--- config.mk ---
export PLATFORM = sky130hd
export DESIGN_NAME = regblock_stk
export DESIGN_NICKNAME = d
export VERILOG_FILES = /design/src/rtl/regblock_stk.sv
export SDC_FILE = /design/constraint.sdc
export NUM_CORES = 1
export LEC_CHECK = 0
export CAP_MARGIN = 20
export CORE_MARGIN = 8
export CORE_UTILIZATION = 42
export CTS_CLUSTER_SIZE = 25
export DETAILED_ROUTE_END_ITERATION = 10
export GPL_TIMING_DRIVEN = 1
export PLACE_DENSITY = 0.62
export SLEW_MARGIN = 20
export SYNTH_ARGS = -nofsm -noshare
export SYNTH_HDL_FRONTEND = slang
export SYNTH_SLANG_ARGS = --single-unit
--- constraint.sdc ---
create_clock -name clk_in -period 4 [get_ports clk_in]
set_input_delay 0.6 -clock clk_in [delete_from_list [all_inputs] [get_ports clk_in]]
set_output_delay 0.6 -clock clk_in [all_outputs]
set_load 0.05 [all_outputs]
--- src/rtl/regblock_stk.sv ---
// regblock_stk: programmer-visible register file for the 6809/6309-compatible core, with a
// byte-serial PSH/PUL stack sequencer driving a req/ack byte memory port.
//
// Ports:
//   clk_in, reset_in          clock, synchronous active-high reset
//   rd_addr_a/b, rd_data_a/b  two combinational 16-bit read ports (4-bit register codes)
//   wr_en, wr_addr, wr_data   write port; exg_en swaps the registers named by rd_addr_a/b
//   pc_inc                    PC increment (lowest write priority)
//   stk_start, stk_pull, stk_use_s, stk_mask   stack sequencer command (6809 postbyte mask)
//   stk_busy, stk_done        sequencer status; done is a one-cycle pulse
//   mem_req, mem_we, mem_addr, mem_wdata, mem_rdata, mem_ack   byte memory handshake
//   ccr_o, reg_pc, reg_dp     direct views of CC, PC and DP
module regblock_stk #(
  parameter bit          CPU_6309 = 1'b0,
  parameter logic [15:0] RESET_PC = 16'hFFFE,
  parameter logic [7:0]  RESET_CC = 8'h50
) (
  input  logic        clk_in,
  input  logic        reset_in,
  input  logic [3:0]  rd_addr_a,
  output logic [15:0] rd_data_a,
  input  logic [3:0]  rd_addr_b,
  output logic [15:0] rd_data_b,
  input  logic        wr_en,
  input  logic [3:0]  wr_addr,
  input  logic [15:0] wr_data,
  input  logic        exg_en,
  input  logic        pc_inc,
  input  logic        stk_start,
  input  logic        stk_pull,
  input  logic        stk_use_s,
  input  logic [7:0]  stk_mask,
  output logic        stk_busy,
  output logic        stk_done,
  output logic        mem_req,
  output logic        mem_we,
  output logic [15:0] mem_addr,
  output logic [7:0]  mem_wdata,
  input  logic [7:0]  mem_rdata,
  input  logic        mem_ack,
  output logic [7:0]  ccr_o,
  output logic [15:0] reg_pc,
  output logic [7:0]  reg_dp
);

  typedef enum logic [1:0] {StIdle, StXfer, StDone} stk_state_e;

  // Upper byte returned by 8-bit register reads.
  localparam logic [7:0] Hi8 = CPU_6309 ? 8'h00 : 8'hFF;

  logic [7:0]  a_q, a_d, b_q, b_d, dp_q, dp_d, cc_q, cc_d, e_q, e_d, f_q, f_d;
  logic [15:0] x_q, x_d, y_q, y_d, u_q, u_d, s_q, s_d, pc_q, pc_d, v_q, v_d;

  stk_state_e  state_q;
  logic [11:0] pending_q;  // bytes still to move, indexed in push order (0 = PCL .. 11 = CC)
  logic        pull_q, use_s_q;

  logic [3:0]  cur_idx;
  logic [11:0] pending_rest;
  logic [15:0] sp, other_sp;
  logic [1:0]  wc_en;
  logic [1:0][3:0]  wc_code;
  logic [1:0][15:0] wc_data;

  function automatic logic [15:0] read_reg(input logic [3:0] code);
    case (code)
      4'd0:    return {a_q, b_q};
      4'd1:    return x_q;
      4'd2:    return y_q;
      4'd3:    return u_q;
      4'd4:    return s_q;
      4'd5:    return pc_q;
      4'd6:    return CPU_6309 ? {e_q, f_q} : 16'hFFFF;
      4'd7:    return CPU_6309 ? v_q : 16'hFFFF;
      4'd8:    return {Hi8, a_q};
      4'd9:    return {Hi8, b_q};
      4'd10:   return {Hi8, cc_q};
      4'd11:   return {Hi8, dp_q};
      4'd14:   return CPU_6309 ? {Hi8, e_q} : 16'hFFFF;
      4'd15:   return CPU_6309 ? {Hi8, f_q} : 16'hFFFF;
      default: return 16'h0000;
    endcase
  endfunction

  // Postbyte bit -> byte slots in push order.
  function automatic logic [11:0] expand_mask(input logic [7:0] m);
    return {m[0], m[1], m[2], m[3], m[4], m[4], m[5], m[5], m[6], m[6], m[7], m[7]};
  endfunction

  function automatic logic [3:0] first_set(input logic [11:0] v, input logic from_top);
    logic [3:0] r;
    r = 4'd0;
    if (from_top) begin
      for (int i = 0; i < 12; i++) if (v[i]) r = 4'(i);
    end else begin
      for (int i = 11; i >= 0; i--) if (v[i]) r = 4'(i);
    end
    return r;
  endfunction

  assign rd_data_a = read_reg(rd_addr_a);
  assign rd_data_b = read_reg(rd_addr_b);

  // Push walks slots upward, pull walks them downward.
  assign cur_idx      = first_set(pending_q, pull_q);
  assign pending_rest = pending_q & ~(12'd1 << cur_idx);
  assign sp           = use_s_q ? s_q : u_q;
  assign other_sp     = use_s_q ? u_q : s_q;

  assign stk_busy = (state_q != StIdle);
  assign stk_done = (state_q == StDone);
  assign mem_req  = (state_q == StXfer);
  assign mem_we   = mem_req & ~pull_q;
  assign mem_addr = mem_req ? (pull_q ? sp : sp - 16'd1) : 16'h0000;
  assign ccr_o    = cc_q;
  assign reg_pc   = pc_q;
  assign reg_dp   = dp_q;

  always_comb begin
    mem_wdata = 8'h00;
    if (mem_we) begin
      case (cur_idx)
        4'd0:    mem_wdata = pc_q[7:0];
        4'd1:    mem_wdata = pc_q[15:8];
        4'd2:    mem_wdata = other_sp[7:0];
        4'd3:    mem_wdata = other_sp[15:8];
        4'd4:    mem_wdata = y_q[7:0];
        4'd5:    mem_wdata = y_q[15:8];
        4'd6:    mem_wdata = x_q[7:0];
        4'd7:    mem_wdata = x_q[15:8];
        4'd8:    mem_wdata = dp_q;
        4'd9:    mem_wdata = b_q;
        4'd10:   mem_wdata = a_q;
        default: mem_wdata = cc_q;
      endcase
    end
  end

  // Exchange replaces the plain write; both halves use pre-edge read-port values.
  always_comb begin
    wc_en   = 2'b00;
    wc_code = '0;
    wc_data = '0;
    if (exg_en) begin
      wc_en      = 2'b11;
      wc_code[0] = rd_addr_a;
      wc_data[0] = rd_data_b;
      wc_code[1] = rd_addr_b;
      wc_data[1] = rd_data_a;
    end else if (wr_en) begin
      wc_en[0]   = 1'b1;
      wc_code[0] = wr_addr;
      wc_data[0] = wr_data;
    end
  end

  always_comb begin
    a_d = a_q;  b_d = b_q;  dp_d = dp_q;  cc_d = cc_q;  e_d = e_q;  f_d = f_q;
    x_d = x_q;  y_d = y_q;  u_d = u_q;    s_d = s_q;    pc_d = pc_q; v_d = v_q;
    if (state_q == StIdle) begin
      if (pc_inc) pc_d = pc_q + 16'd1;
      for (int p = 0; p < 2; p++) begin
        if (wc_en[p]) begin
          case (wc_code[p])
            4'd0:  begin a_d = wc_data[p][15:8]; b_d = wc_data[p][7:0]; end
            4'd1:  x_d = wc_data[p];
            4'd2:  y_d = wc_data[p];
            4'd3:  u_d = wc_data[p];
            4'd4:  s_d = wc_data[p];
            4'd5:  pc_d = wc_data[p];
            4'd6:  if (CPU_6309) begin e_d = wc_data[p][15:8]; f_d = wc_data[p][7:0]; end
            4'd7:  if (CPU_6309) v_d = wc_data[p];
            4'd8:  a_d = wc_data[p][7:0];
            4'd9:  b_d = wc_data[p][7:0];
            4'd10: cc_d = wc_data[p][7:0];
            4'd11: dp_d = wc_data[p][7:0];
            4'd14: if (CPU_6309) e_d = wc_data[p][7:0];
            4'd15: if (CPU_6309) f_d = wc_data[p][7:0];
            default: ;
          endcase
        end
      end
    end else if (state_q == StXfer && mem_ack) begin
      if (use_s_q) s_d = pull_q ? s_q + 16'd1 : s_q - 16'd1;
      else         u_d = pull_q ? u_q + 16'd1 : u_q - 16'd1;
      if (pull_q) begin
        case (cur_idx)
          4'd0:  pc_d[7:0]  = mem_rdata;
          4'd1:  pc_d[15:8] = mem_rdata;
          4'd2:  if (use_s_q) u_d[7:0]  = mem_rdata; else s_d[7:0]  = mem_rdata;
          4'd3:  if (use_s_q) u_d[15:8] = mem_rdata; else s_d[15:8] = mem_rdata;
          4'd4:  y_d[7:0]  = mem_rdata;
          4'd5:  y_d[15:8] = mem_rdata;
          4'd6:  x_d[7:0]  = mem_rdata;
          4'd7:  x_d[15:8] = mem_rdata;
          4'd8:  dp_d = mem_rdata;
          4'd9:  b_d = mem_rdata;
          4'd10: a_d = mem_rdata;
          default: cc_d = mem_rdata;
        endcase
      end
    end
  end

  always_ff @(posedge clk_in) begin
    if (reset_in) begin
      a_q <= 8'h00;  b_q <= 8'h00;  dp_q <= 8'h00;  cc_q <= RESET_CC;
      e_q <= 8'h00;  f_q <= 8'h00;  x_q <= 16'h0000; y_q <= 16'h0000;
      u_q <= 16'h0000; s_q <= 16'h0000; pc_q <= RESET_PC; v_q <= 16'h0000;
    end else begin
      a_q <= a_d;  b_q <= b_d;  dp_q <= dp_d;  cc_q <= cc_d;
      e_q <= e_d;  f_q <= f_d;  x_q <= x_d;    y_q <= y_d;
      u_q <= u_d;  s_q <= s_d;  pc_q <= pc_d;  v_q <= v_d;
    end
  end

  always_ff @(posedge clk_in) begin
    if (reset_in) begin
      state_q   <= StIdle;
      pending_q <= 12'd0;
      pull_q    <= 1'b0;
      use_s_q   <= 1'b0;
    end else begin
      case (state_q)
        StIdle: begin
          if (stk_start) begin
            pull_q    <= stk_pull;
            use_s_q   <= stk_use_s;
            pending_q <= expand_mask(stk_mask);
            state_q   <= (stk_mask == 8'h00) ? StDone : StXfer;
          end
        end
        StXfer: begin
          if (mem_ack) begin
            pending_q <= pending_rest;
            if (pending_rest == 12'd0) state_q <= StDone;
          end
        end
        StDone:  state_q <= StIdle;
        default: state_q <= StIdle;
      endcase
    end
  end

endmodule

# Word-level counts from Yosys, hierarchy flattened

Cells that the tools add are included.

$add $sub $neg: 6
Equal/unequal tests: 60
Shift-type cells: 1
Mux-type cells: 135
Bitwise gates (word level): 4
Reduce and logical (&&, ||, !) cells: 40

Operators with widths:

| cell                    | number |
|---|---|
| $mux W16                | 47 |
| $mux W8                 | 45 |
| $pmux W16 S11           | 2 |
| $mux W4                 | 26 |
| $eq A4 B4 Y1 const B    | 23 |
| $pmux W8 S11            | 1 |
| $eq A4 B3 Y1 const B    | 16 |
| $add A16 B1 Y16 const B | 3 |
| $sub A16 B1 Y16 const B | 3 |
| $eq A4 B2 Y1 const B    | 10 |
| $reduce_and A3 Y1       | 12 |
| $pmux W8 S2             | 2 |
| $reduce_bool A2 Y1      | 13 |
| $mux W12                | 2 |
| $pmux W12 S2            | 1 |
| $eq A4 B1 Y1 const B    | 5 |
| $logic_not A4 Y1        | 5 |
| $and A12 B12 Y12        | 1 |
| $logic_not A12 Y1       | 1 |
| $not A12 Y12            | 1 |
| $shl A1 B4 Y12 const A  | 1 |
| $reduce_or A11 Y1       | 1 |
| $logic_not A8 Y1        | 1 |
| $mux W2                 | 4 |
| other kinds (13)        | 20 |

Register bits: 128
Input bits: 53
Output and inout port bits: 92
Word-level logic and storage cells: 262

# Longest topological paths before layout

Gate-level depths: netlist of the first run.

Depth after elaboration: 20
Depth in mapped cells: 11
Depth with buffers taken out: 10

# Least setup slack after synthesis of the first run

Ideal clock, no wire load.

Path kind: reg2out
Start point: register pending_q[2]
End point: output mem_wdata[4]
Arrival time: 3.326 ns
Data required time: 3.400 ns
Slack: 0.074 ns
Stages on the path, launching flop included: 12
Path buffers: 3
Path through: dfxtp_1 -> buf_6 -> nand2b_1 -> a221oi_1 -> o221ai_2 -> nand2_1 -> buf_2 -> buf_2 -> nand3_1 -> o211ai_1 -> nand2_1 -> a311oi_1

Longest elaborated chain between the ends: 14
Elaborated cells between the ends (all ways): 27
Those cells by class: 10 x eq/ne; 16 x mux; 1 x reduce/logical

Ends and longest elaborated chain:

| element                                    | RTL line | RTL |
|---|---|---|
| start: declaration                         | 55       | `logic [11:0] pending_q;` |
| start signal: assignment                   | 229      | `pending_q <= expand_mask(stk_mask);` |
| start signal: assignment                   | 235      | `pending_q <= pending_rest;` |
| $mux W4 (10 in series)                     | 94       | `for (int i = 0; i < 12; i++) if (v[i]) r = 4'(i);` |
| $mux W4 *                                  | 93       | `if (from_top) begin` |
| $eq A4 B4 Y1, or another cell as far along | 122      | `case (cur_idx)` |
| $pmux W8 S11 *                             | 122      |  |
| $mux W8 *                                  | 121      | `if (mem_we) begin` |
| end: declaration                           | 38       | `output logic [7:0] mem_wdata,` |

Every way passes the cells marked *; elsewhere a longest branch is shown, timed or not.

# Worst setup path after layout of the first run

Start point: register pending_q[4]
End point: output mem_wdata[6]

Longest elaborated chain between the ends: 12
Elaborated cells between the ends (all ways): 27
Those cells by class: 10 x eq/ne; 16 x mux; 1 x reduce/logical

Ends and longest elaborated chain:

| element                                    | RTL line |
|---|---|
| $mux W4 (8 in series)                      | 94 |
| $mux W4 *                                  | 93 |
| $eq A4 B4 Y1, or another cell as far along | 122 |
| $pmux W8 S11 *                             | 122 |
| $mux W8 *                                  | 121 |

Marked as above.

==> results of run 1 <==
## kinds of logic (layout without fill, tap and decap cells)
group	count (synthesis)	after routing	synth area share
multiplexers	100	100	0.0771
flip-flops	128	128	0.177
AO/OA/AOI/OAI	843	843	0.398
adder cells (fa/ha/maj)	32	32	0.0288
AND/OR/NAND/NOR	681	681	0.219
other	0	2	0
XOR/XNOR	51	51	0.0309
buffers and inverters	244	386	0.0687
## final cells by class
type,count,area (um2),area share
Multi-Input combinational cell,1707,11000,0.609
Timing Repair Buffer,310,3160,0.175
Sequential cell,128,2570,0.142
Tap cell,455,569,0.0315
Clock buffer,21,460,0.0254
Inverter,46,173,0.00954
Clock inverter,9,134,0.00740
Antenna cell,2,5.00,0.000277
## sequential cells by signal, summed over array words and instances (netlist names), 12 cells and up
register / cells
s_q: 16
pending_q: 12
reg_pc: 16
x_q: 16
y_q: 16
u_q: 16
## how the worst max path moves through the flow
stage	from	endpoint	slack (ns)	cells after the start
2_1_floorplan	pending_q[2]	mem_wdata[4]	0.07	11
3_3_place_gp	pending_q[0]	mem_wdata[6]	0.03	8
3_5_place_dp	pending_q[4]	mem_wdata[6]	0.10	8
4_1_cts	pending_q[4]	mem_wdata[6]	-0.11	8
5_1_grt	pending_q[4]	mem_wdata[7]	-0.01	9
6_report	pending_q[4]	mem_wdata[6]	0.06	8
## stage by stage
step / instance area (um2) / hold WS, ns / std cells
after floorplan: 14400 / 0.466 / 2079
final: 18100 / 0.539 / 2678
after global placement: 17300 / 0.532 / 2640
after detailed placement: 17300 / 0.537 / 2640
after CTS: 18000 / 0.530 / 2670
after global routing: 18100 / 0.544 / 2676
## cells in the mapped netlist, types with 23 or more instances
master    count  area [um2]
a211oi_1    115         863
a21oi_1     199         996
a221oi_1     29         254
a22oi_1      60         450
buf_1        23        86.3
buf_2        39         195
clkbuf_1    131         492
dfxtp_1     128        2560
ha_1         30         375
inv_1        43         161
mux2i_1      73         731
nand2_1     173         649
nand3_1      53         265
nor2_1      243         912
nor2b_1      25         156
nor3_1       62         310
o21ai_0     150         751
o221ai_1     29         254
o22ai_1      24         150
xnor2_1      29         254
## critical path, delay by kind of cell, from the launching register on
| family | cells | cell delay, ns |
|---|---|---|
| simple gates | 4 | 1.58 |
| compound gates | 3 | 0.71 |
| flops | 1 | 0.40 |
| buf+inv | 1 | 0.18 |
## per-layer routing
layer  routed length (um)  up-vias  GRT usage
li1                     -     8189          -
met1                33400     9190      0.534
met2                37000     1704      0.616
met3                12800      461      0.134
met4                 7390       12      0.295
met5                  134        -     0.0123
## timing repair
action                     4_1_cts  5_1_grt
pin swaps                        0        5
setup buffers                    0        6
setup endpoints to repair        4        8
resized for setup                5       22
## power groups by stage
stage / combinational [mW] / sequential, mW / clock (mW)
2_1_floorplan: 2.92 / 1.87 / 0
3_3_place_gp: 4.75 / 2.11 / 0
4_1_cts: 4.81 / 2.08 / 1.72
6_report: 5.03 / 2.17 / 1.73
3_5_place_dp: 4.78 / 2.11 / 0
5_1_grt: 5.27 / 2.13 / 1.76
==> impl_results.md, run 1 <==
- Sequential share of the synthesized area: 0.177
- Antenna violations before repair: 4
- Clock Tree Buf Depth: 2
- Worst slack, placed: roughly 0.10 ns
- Synth cell types: 97
- Pins Over Slew Limit: 0
- Routability cong.: 1.12
- Hold Path Sink: pending_q[2]
- Cell-internal power: around 4.4 mW
- Clock sink count: between 100 and 150
- Hold Path Stages: 2
- Crit path kind: register to output pin
- Die Wd: 201 um
- DR vias/cell: roughly 7.3
- DIE AREA: between 0.04 and 0.05 mm2
- Final wirelength: just over 90 mm
- H-Tree Depth: 4
- GRT overflow: 0
- Antenna Nets Post-Route: 0
- CTS clk-pin slew, worst paths: 0.06 ns
- Pin count of the biggest net entering global routing: 78
- Synthesized Nets: about 2200
- Most common cell after layout, fill and taps aside: nor2_1
- Max cap viols: 0
- Vias: between 15000 and 20000
- Vias in the first global route: approximately 18000
- Crit Reg-Reg Startpoint: pull_q
- Slowest stage cell, crit path: or4_1
- Syn avg cell area: slightly below 7 um2
- Initial Util: 0.422
- CTS tree: done
- Clock power share: 0.193
- Crit. End Element: output pin
- Worst flop-to-flop path endpoint: s_q[14]
- Crit path required time: roughly 3.4 ns
- Logic pwr share: 0.564
- CP cell instances: or4_1, nor4b_4, a32o_2, and3_2, a22oi_1, and4_1, a21oi_1, buf_12
- CP arrival: ~3.3 ns
- Setup_tns: 0 ns
- WL per Instance: between 30 and 40 um
- Core area: around 0.034 mm2
- Tmin final: 3.94 ns
- Sw Ratio: 0.509
- Root buffer cell: clkbuf_16
- Yosys Warn Count: 0
- Num ports: roughly 150
- Final setup vio count: 0
- Gr usage total: 0.427
- CP Max Fanout: 8
- Synth-to-Final Area Change: 25.3%
- Fraction of power consumed by sequential logic: 0.243
- Drt drc: 0
- Number of cell rows: 68
- Status: finished clean
- Final core utilization: 0.529
- Final hold violations: 0
- TritonCTS Buffers: 17
- Fin worst setup slack: 0.0559 ns
- Post-layout power: 8.93 mW
- Final nets: between 2000 and 2500
- First-pass GRT wire length: about 130 mm
- Clock Latency Late Sink: between 0.4 and 0.5 ns
- Detail Placement HPWL: 66.2 mm
- Worst vdd ir: approximately 0.32 mV
- CP Launch Type: register
- EDFF count, synth: 0
- Leak: about 6.6 nW
- Hold_buf cts: 0
- Die height: between 200 and 250 um
- R2R cell count: 10
- Power Density: approximately 490 mW/mm2
- Fillers: approximately 3400
- Slew @ Worst Pin: around 1.2 ns
- Async SR Flop Fraction: 0
- Slew HR: 0.194
- Hold Path Origin: pending_q[2]
- PortBufs: roughly 140
- Worst Skew: around 0.012 ns
- Crit share post-route: 0.986
- Hold Path Class: register to register
- Cells after Synth: 2079
- Max Fclk: between 200 and 300 MHz
- Share of cells above drive strength 1: 0.156
- Synthesized area: ~0.014 mm2
- Flops & latches, synth: approximately 130
- DRT Pass-1 Iters: 7
- Synth Flop Type: dfxtp_1
- Crit path largest cell delay: between 0.6 and 0.7 ns
- Most frequent cells in the layout: 239 x nor2_1, 199 x a21oi_1, 172 x nand2_1
- Initial DRC Count: just over 3000
- P_sw: 4.55 mW
- Reg-to-reg slack, setup: between 0.4 and 0.5 ns
(Power assumes the default switching activity.)
==> run 2: changes to the inputs <==
--- a/config.mk
+++ b/config.mk
@@ -12,6 +12,7 @@
 export DETAILED_ROUTE_END_ITERATION = 10
 export GPL_TIMING_DRIVEN = 1
 export PLACE_DENSITY = 0.62
+export RECOVER_POWER = 50
 export SLEW_MARGIN = 20
 export SYNTH_ARGS = -nofsm -noshare
 export SYNTH_HDL_FRONTEND = slang
==> impl_results.md, run 2 (synthesis gave the netlist of run 1 again) <==
- CP Max Fanout: 8
- Pin count of the biggest net entering global routing: 78
- CTS tree: done
- CP arrival: 3.35 ns
- Num ports: ~150
- Crit. End Element: output pin
- Final nets: around 2300
- Slew @ Worst Pin: roughly 1.6 ns
- DRT Pass-1 Iters: 9
- Clock sink count: approximately 130
- Initial Util: 0.422
- Crit path required time: approximately 3.4 ns
- Status: complete, but fails checks
- Slew HR: -0.0370
- Tmin final: ~3.9 ns
- Antenna Nets Post-Route: 0
- Initial DRC Count: roughly 3100
- Clock Latency Late Sink: approximately 0.46 ns
- Max cap viols: 1
- Pins Over Slew Limit: 31
- TritonCTS Buffers: 17
- Crit path kind: register to output pin
- Antenna violations before repair: 4
- Clock Tree Buf Depth: 2
- Most frequent cells in the layout: 240 x nor2_1, 199 x a21oi_1, 172 x nand2_1
- Hold_buf cts: 0
- Max Fclk: 253 MHz
- WL per Instance: roughly 34 um
- DIE AREA: just over 0.04 mm2
- Root buffer cell: clkbuf_16
- Drt drc: 0
- H-Tree Depth: 4
- CTS clk-pin slew, worst paths: 0.07 ns
- Gr usage total: 0.427
- Share of cells above drive strength 1: 0.146
- Number of cell rows: approximately 70
- Most common cell after layout, fill and taps aside: nor2_1
- PortBufs: between 100 and 150
- Core area: between 0.03 and 0.04 mm2
- Vias in the first global route: approximately 18000
- Synth-to-Final Area Change: 24.5%
- Detail Placement HPWL: 66.2 mm
- Worst vdd ir: roughly 0.32 mV
- Fin worst setup slack: 0.0508 ns
- Final hold violations: 0
- Worst Skew: roughly 0.012 ns
- Failing checks: max-capacitance violations, max-slew violations
- Worst slack, placed: approximately 0.1 ns
- Routability cong.: between 1 and 1.5
- Final wirelength: approximately 90 mm
- Vias: around 19000
- DR vias/cell: about 7.3
- Crit share post-route: 0.987
- Die height: 201 um
- Leak: around 6.6 nW
- First-pass GRT wire length: 129 mm
- Area after DPL: between 0.015 and 0.02 mm2
- GRT overflow: 0
- Power Density: between 400 and 500 mW/mm2
- Final setup vio count: 0
- Hold Path Class: register to register
- CP Launch Type: register
- Die Wd: 201 um
- Design area: approximately 0.018 mm2
[run 2: area by class of cell]
class / count / area, um2
diodes: 3 / 7.51
clock buffers: 21 / 460
clock inverters: 9 / 134
fillers: 3457 / 16200
inverters: 46 / 173
multi-input cells: 1707 / 11000
flip-flops and latches: 128 / 2570
well taps: 455 / 569
repair buffers: 310 / 3070
[run 2: metrics by stage]
stage               hold WS, ns   util  cells  setup TNS, ns  power [mW]
floorplan                 0.466      -   2079              0        4.79
finish                    0.536  0.526   2679              0        8.87
CTS                       0.530  0.525   2670         -0.115        8.61
global placement          0.532  0.507   2640              0        6.86
detailed placement        0.537  0.507   2640              0        6.89
global route              0.544  0.526   2676        -0.0262        9.11
[run 2: power breakdown]
group / internal (mW) / switching [mW]
Sequential: 1.48 / 0.688
Combinational: 1.85 / 3.13
Clock: 1.01 / 0.717
Total: 4.34 / 4.53
[run 2: final timing paths]
| check | slack [ns] | start | cells after the start | to |
|---|---|---|---|---|
| worst max register to register | 0.12 | state_q[1] | 9 | u_q[14] |
| worst min-delay path | 0.54 | pending_q[3] | 2 | pending_q[3] |
| worst min register to register | 0.54 | pending_q[3] | 2 | pending_q[3] |
| worst max-delay path | 0.05 | pending_q[4] | 8 | mem_wdata[6] |
[run 2: critical path: stages, from the launching register on]
cell	delay, ns
dfxtp_1	0.41
or4_1	0.66
nor4b_4	0.33
a32o_2	0.27
and3_2	0.34
a22oi_1	0.14
and4_1	0.27
a21oi_1	0.29
buf_12	0.18
[run 2: metal layers]
layer	vias up	part of all wire	global-route usage
li1	8192	-	-
met1	9141	0.37	0.534
met2	1661	0.40	0.616
met3	461	0.14	0.134
met4	10	0.085	0.295
met5	-	0.0016	0.0123
[run 2: what timing repair did]
action,CTS,global route
resized for setup,5,22
pin swaps,0,5
endpoints found under the hold margin,0,0
setup endpoints to repair,4,8
setup buffers,0,6
